--- config.mk ---
export PLATFORM = sky130hd
export DESIGN_NAME = seq_alu
export DESIGN_NICKNAME = d
export VERILOG_FILES = /design/src/rtl/seq_alu.sv
export SDC_FILE = /design/constraint.sdc
export NUM_CORES = 1
export LEC_CHECK = 0
export ABC_CLOCK_PERIOD_IN_PS = 5770
export CAP_MARGIN = 20
export CORE_ASPECT_RATIO = 1.1
export CORE_UTILIZATION = 34
export DETAILED_ROUTE_END_ITERATION = 12
export GPL_ROUTABILITY_DRIVEN = 0
export HOLD_SLACK_MARGIN = 0.02
export SYNTH_ARGS = -nofsm -noshare
export SYNTH_HDL_FRONTEND = slang
export SYNTH_SLANG_ARGS = --single-unit
export TNS_END_PERCENT = 5
--- constraint.sdc ---
create_clock -name Clock -period 5.77 [get_ports Clock]
set_input_delay 0.8655 -clock Clock [delete_from_list [all_inputs] [get_ports Clock]]
set_output_delay 0.8655 -clock Clock [all_outputs]
set_load 0.02 [all_outputs]
--- src/rtl/seq_alu.sv ---
// seq_alu: clocked W-bit ALU. Single-cycle add/sub/logic/compare, plus
// multi-cycle unsigned shift-add multiply and restoring divide, with a
// Busy/Done handshake. Q is 2W bits wide and holds until the next completion.
module seq_alu #(
  parameter int W = 8
) (
  input  logic           Clock,
  input  logic           Resetn,
  input  logic           Start,
  input  logic [W-1:0]   A,
  input  logic [W-1:0]   B,
  input  logic [2:0]     Sel,
  output logic [2*W-1:0] Q,
  output logic           Busy,
  output logic           Done,
  output logic           DivZero
);

  localparam int CW = $clog2(W + 1);

  typedef enum logic [1:0] {IDLE, MUL, DIV} state_t;

  state_t         state, state_n;
  logic [CW-1:0]  count, count_n;
  logic [W-1:0]   a_reg, a_n;
  logic [W-1:0]   b_reg, b_n;
  // Working register shared by both iterative ops: {high half, low half}.
  // Multiply: {partial product, remaining multiplier bits}.
  // Divide:   {partial remainder, dividend bits shifting into quotient}.
  logic [2*W-1:0] acc, acc_n;
  logic [2*W-1:0] q_n;
  logic           done_n;
  logic           dz_n;
  logic [2*W-1:0] acc_step;

  // Single-cycle results; operands zero-extended to 2W bits.
  function automatic logic [2*W-1:0] alu_result(input logic [2:0] sel,
                                                input logic [W-1:0] a,
                                                input logic [W-1:0] b);
    logic [2*W-1:0] ax, bx, r;
    ax = {{W{1'b0}}, a};
    bx = {{W{1'b0}}, b};
    r  = '0;
    case (sel)
      3'b000:  r = ax + bx;
      3'b001:  r = ax - bx;
      3'b010:  r = ax & bx;
      3'b011:  r = ax | bx;
      3'b100:  r = ax ^ bx;
      3'b111:  r = {{(2*W-3){1'b0}}, (a > b), (a == b), (a < b)};
      default: r = '0;
    endcase
    return r;
  endfunction

  // One shift-add iteration: add multiplicand to the high half when the
  // current multiplier LSB is set, then shift the whole register right.
  function automatic logic [2*W-1:0] mul_step(input logic [2*W-1:0] cur,
                                              input logic [W-1:0]   mcand);
    logic [W:0] sum;
    sum = {1'b0, cur[2*W-1:W]} + (cur[0] ? {1'b0, mcand} : {(W+1){1'b0}});
    return {sum, cur[W-1:1]};
  endfunction

  // One restoring-divide iteration: shift the next dividend bit into the
  // remainder, subtract the divisor if it fits, and shift in the quotient bit.
  function automatic logic [2*W-1:0] div_step(input logic [2*W-1:0] cur,
                                              input logic [W-1:0]   dvsr);
    logic [W:0]   trial;
    logic [W-1:0] diff;
    trial = {cur[2*W-1:W], cur[W-1]};
    diff  = trial[W-1:0] - dvsr;
    if (trial >= {1'b0, dvsr}) return {diff, cur[W-2:0], 1'b1};
    else                       return {trial[W-1:0], cur[W-2:0], 1'b0};
  endfunction

  // Next-state and next-register logic for the whole datapath.
  always_comb begin
    state_n  = state;
    count_n  = count;
    a_n      = a_reg;
    b_n      = b_reg;
    acc_n    = acc;
    q_n      = Q;
    done_n   = 1'b0;
    dz_n     = DivZero;
    acc_step = '0;
    case (state)
      IDLE: begin
        if (Start) begin
          if (Sel == 3'b101) begin
            a_n     = A;
            b_n     = B;
            acc_n   = {{W{1'b0}}, B};
            count_n = CW'(W);
            state_n = MUL;
          end else if (Sel == 3'b110 && B != '0) begin
            a_n     = A;
            b_n     = B;
            acc_n   = {{W{1'b0}}, A};
            count_n = CW'(W);
            state_n = DIV;
          end else if (Sel == 3'b110) begin
            q_n    = {A, {W{1'b1}}};
            dz_n   = 1'b1;
            done_n = 1'b1;
          end else begin
            q_n    = alu_result(Sel, A, B);
            dz_n   = 1'b0;
            done_n = 1'b1;
          end
        end
      end
      MUL, DIV: begin
        acc_step = (state == MUL) ? mul_step(acc, a_reg) : div_step(acc, b_reg);
        acc_n    = acc_step;
        count_n  = count - CW'(1);
        if (count == CW'(1)) begin
          q_n     = acc_step;
          done_n  = 1'b1;
          dz_n    = 1'b0;
          state_n = IDLE;
        end
      end
      default: state_n = IDLE;
    endcase
  end

  // Register all state and outputs; reset aborts any operation in flight.
  always_ff @(posedge Clock or negedge Resetn) begin
    if (!Resetn) begin
      state   <= IDLE;
      count   <= '0;
      a_reg   <= '0;
      b_reg   <= '0;
      acc     <= '0;
      Q       <= '0;
      Done    <= 1'b0;
      DivZero <= 1'b0;
    end else begin
      state   <= state_n;
      count   <= count_n;
      a_reg   <= a_n;
      b_reg   <= b_n;
      acc     <= acc_n;
      Q       <= q_n;
      Done    <= done_n;
      DivZero <= dz_n;
    end
  end

  assign Busy = (state != IDLE);

endmodule

==> impl_metrics.xml <==
<?xml version="1.0" encoding="UTF-8"?>
<metrics>
  <group name="outcome">
    <metric name="result_of_the_run" unit="">finished clean</metric>
  </group>
  <group name="cts">
    <metric name="cts.clk_slew.worst_paths" unit="ps">70</metric>
    <metric name="clock_insertion_delay_worst_skew" unit="ps">310</metric>
    <metric name="cts.hold.buffers_added" unit="">0</metric>
    <metric name="cts_resized" unit="">0</metric>
    <metric name="cts_tree" unit="">done</metric>
    <metric name="cts_post_setup_buffers_inserted" unit="">0</metric>
    <metric name="cts-root-buf" unit="">sky130_fd_sc_hd__clkbuf_16</metric>
    <metric name="cts-htree-levels" unit="">2</metric>
    <metric name="number_of_buffers_created_by_cts" unit="">5</metric>
    <metric name="cts_sinks" unit="">56</metric>
    <metric name="clk_path_buf_depth" unit="">2</metric>
  </group>
  <group name="worst_setup_path">
    <metric name="worst_path_dominant_cell_family" unit="">compound AO/OA/AOI/OAI gates</metric>
    <metric name="cp-end-kind" unit="">flip-flop</metric>
    <metric name="critical_path.max_fanout" unit="">28</metric>
    <metric name="worstPathArrival" unit="ps">3750</metric>
    <metric name="slowest_library_cell_on_the_worst_path" unit="">sky130_fd_sc_hd__clkdlybuf4s50_1</metric>
    <metric name="criticalPathCategory" unit="">primary input to flip-flop</metric>
    <metric name="sum_of_buffers_and_inverters_on_the_critical_path" unit="">1</metric>
    <metric name="critical_path.most_common_cell" unit="">sky130_fd_sc_hd__o311a_1</metric>
    <metric name="worst-endpoint-required" unit="ps">5970</metric>
    <metric name="critical_path.cell_chain" unit="">clkdlybuf4s50_1, nand3b_4, o2111ai_2, o21ai_4, o311a_1, o311a_1, nor2_1</metric>
    <metric name="critical_path.startpoint_type" unit="">primary input</metric>
    <metric name="crit_cells" unit="">7</metric>
    <metric name="crit_path_max_incr_delay" unit="ps">990</metric>
    <metric name="r2r_cells" unit="">9</metric>
  </group>
  <group name="power_and_ir_drop">
    <metric name="power_frac_seq" unit="%">23.5</metric>
    <metric name="power_leakage" unit="nW">2.468</metric>
    <metric name="ir_worst_vdd" unit="mV">0.1802</metric>
    <metric name="pwr-share-clk" unit="%">12.8</metric>
    <metric name="switching_share" unit="%">49.39</metric>
    <metric name="p_per_area" unit="mW/mm^2">537.4</metric>
    <metric name="p_switching" unit="mW">1.560</metric>
    <metric name="internal_power" unit="mW">1.598</metric>
    <metric name="combPwrFrac" unit="%">63.7</metric>
  </group>
  <group name="timing">
    <metric name="maxSlewViolCount" unit="">0</metric>
    <metric name="hold_viol_final" unit="">0</metric>
    <metric name="fin_worst_skew" unit="ps">8.183</metric>
    <metric name="final.setup.tns" unit="ps">0</metric>
    <metric name="worst_pin_slew" unit="ps">1117</metric>
    <metric name="grt_setup_unrepaired" unit="">no</metric>
    <metric name="maxSlewHeadroom" unit="%">25.29</metric>
    <metric name="clock.fmax" unit="MHz">281.5</metric>
    <metric name="setup-violations-final" unit="">0</metric>
    <metric name="final.period_utilization" unit="%">61.57</metric>
    <metric name="fin_crit" unit="ps">3553</metric>
  </group>
  <group name="synthesis">
    <metric name="synth_top_area_share" unit="%">26.70</metric>
    <metric name="postSynthAreaPerCell" unit="sq um">8.303</metric>
    <metric name="edff_count_synth" unit="">0</metric>
    <metric name="ys_async_sr_fraction" unit="%">100.0</metric>
    <metric name="post-synth-top-count-cell" unit="">sky130_fd_sc_hd__nor2_1</metric>
    <metric name="netlist_top_cells_count" unit="">sky130_fd_sc_hd__nor2_1, sky130_fd_sc_hd__nand2_1, sky130_fd_sc_hd__dfrtp_1</metric>
    <metric name="synth.ff_latch_count" unit="">56</metric>
    <metric name="synth.top_cells.by_area" unit="">sky130_fd_sc_hd__dfrtp_1, sky130_fd_sc_hd__ha_1, sky130_fd_sc_hd__nor2_1</metric>
    <metric name="yosysWarningCount" unit="">0</metric>
    <metric name="synth_flop_cell" unit="">sky130_fd_sc_hd__dfrtp_1</metric>
    <metric name="synth_seq_area_share" unit="%">26.70</metric>
    <metric name="unique_cell_type_count_in_the_yosys_netlist" unit="">88</metric>
    <metric name="syn-num-nets" unit="">704</metric>
    <metric name="synth_cells" unit="">632</metric>
    <metric name="syn_area" unit="sq mm">0.005248</metric>
    <metric name="dominant_cell_type_by_area_after_synthesis" unit="">sky130_fd_sc_hd__dfrtp_1</metric>
  </group>
  <group name="global_routing">
    <metric name="grt.total_usage" unit="%">21.21</metric>
    <metric name="antenna_violations_before_repair" unit="">0</metric>
    <metric name="grt_first_pass_wirelength" unit="um">26410</metric>
    <metric name="grt_start_max_net_pins" unit="">57</metric>
    <metric name="grt_pass1_vias" unit="">4821</metric>
    <metric name="remaining_global_route_overflow" unit="">0</metric>
  </group>
  <group name="detailed_routing">
    <metric name="post_drt_wl_per_cell" unit="um">19.07</metric>
    <metric name="wirelength" unit="um">16170</metric>
    <metric name="drt_iter0_markers" unit="">427</metric>
    <metric name="drt_drc_violations_left" unit="">0</metric>
    <metric name="drt-vias-per-instance" unit="">5.785</metric>
    <metric name="route.vias.total" unit="">4906</metric>
    <metric name="ant_nets" unit="">0</metric>
    <metric name="first_pass_iters" unit="">5</metric>
  </group>
  <group name="floorplanning">
    <metric name="die_area" unit="sq mm">0.01593</metric>
    <metric name="placeableCoreArea" unit="sq mm">0.01505</metric>
    <metric name="dieHeight" unit="um">132.3</metric>
    <metric name="floorplan.die.width" unit="um">120.5</metric>
    <metric name="io_pins" unit="">41</metric>
    <metric name="row_count" unit="">47</metric>
    <metric name="initial_utilization" unit="%">34.86</metric>
  </group>
  <group name="flow_run">
    <metric name="maxCapViolations" unit="">0</metric>
  </group>
  <group name="placement">
    <metric name="dp_hpwl" unit="um">12410</metric>
    <metric name="placed_cells" unit="">840</metric>
    <metric name="io_buffers" unit="">40</metric>
  </group>
  <group name="finish">
    <metric name="antenna_fix_cells" unit="">0</metric>
    <metric name="growth_of_design_area_from_synthesis_to_finish" unit="%">11.99</metric>
    <metric name="reg.largest.list" unit="">Q: 16 flops, acc: 16 flops</metric>
    <metric name="stdcell_count" unit="">848</metric>
    <metric name="finalCoreUtilization" unit="%">39.04</metric>
    <metric name="final_nets" unit="">723</metric>
    <metric name="post_route_cells_drive_above_1_share" unit="%">9.049</metric>
  </group>
  <group name="min_path">
    <metric name="min_delay_path_depth" unit="">2</metric>
    <metric name="hp-class" unit="">flip-flop to flip-flop</metric>
  </group>
</metrics>
-- final timing paths --
check	slack (ps)	endpoint	from
max	2220	Q[4]$_DFFE_PN0P_	Sel[0]
min	490	b_reg[2]$_DFFE_PN0P_	b_reg[2]$_DFFE_PN0P_
max reg2reg	2890	Q[14]$_DFFE_PN0P_	state[1]$_DFFE_PN0P_
min reg2reg	490	b_reg[2]$_DFFE_PN0P_	b_reg[2]$_DFFE_PN0P_
max in group asynchronous	4590	b_reg[2]$_DFFE_PN0P_	Resetn
min in group asynchronous	680	count[2]$_DFFE_PN0P_	Resetn
-- area by class of cell --
type	count	area, sq um
Tap cell	196	245.2
Inverter	47	176.4
Fill cell	1595	9178
Sequential cell	56	1401
Multi-Input combinational cell	497	3435
Timing Repair Buffer	44	425.4
Clock inverter	3	68.82
Clock buffer	5	125.1
-- per-stage QoR --
stage / hold slack [ps] / total power, mW / cell area [sq um] / worst slack, ps
floorplan: 441.1 / 2.148 / 5248 / 3117
global placement: 457.2 / 2.686 / 5683 / 2020
detailed placement: 472.3 / 2.725 / 5683 / 1976
CTS: 488.7 / 3.141 / 5877 / 2297
global route: 506.4 / 3.404 / 5877 / 2063
finish: 485.8 / 3.158 / 5877 / 2217
-- power groups by stage --
stage | combinational (mW) | clock (mW) | sequential [mW]
3_3_place_gp | 1.94 | 0 | 0.745
5_1_grt | 2.21 | 0.428 | 0.764
3_5_place_dp | 1.98 | 0 | 0.748
2_1_floorplan | 1.39 | 0 | 0.758
4_1_cts | 1.99 | 0.410 | 0.742
6_report | 2.01 | 0.404 | 0.742
-- logic make-up (layout without fill, tap and decap cells) --
family          after synthesis  in the layout  synth area share (%)
buf+inv                      79             99                 7.845
compound gates              211            211                 27.78
simple gates                212            212                 20.67
flops                        56             56                 26.70
mux                          13             13                 2.671
fa+ha+maj                    50             50                 12.49
xor+xnor                     11             11                 1.836
-- placed cells by master, fill, tap and decap left out, drive strengths merged, types with 8 or more instances in the layout --
master         netlist  layout
inv                 46      47
nor2                71      71
o21ai               61      61
ha                  46      46
mux2                 8       8
and2                10      10
dfrtp               56      56
o311ai               9       9
a211oi              16      16
nand3               11      11
clkdlybuf4s50        0      39
nand2b              13      13
a21oi               48      48
a31oi               16      16
nand2               65      65
-- layer usage --
layer	global-route usage, %	wire [um]	vias up
met1	27.82	6967	2367
met5	0	0	-
met3	3.244	878	39
met2	34.61	7761	176
met4	8.779	562	0
li1	-	-	2324
-- tightest hold or removal path: stages, from the launching register on --
cell and delay (ps):
sky130_fd_sc_hd__dfrtp_1 350, sky130_fd_sc_hd__nand2_1 50, sky130_fd_sc_hd__o21ai_0 60
(Power assumes the default switching activity.)
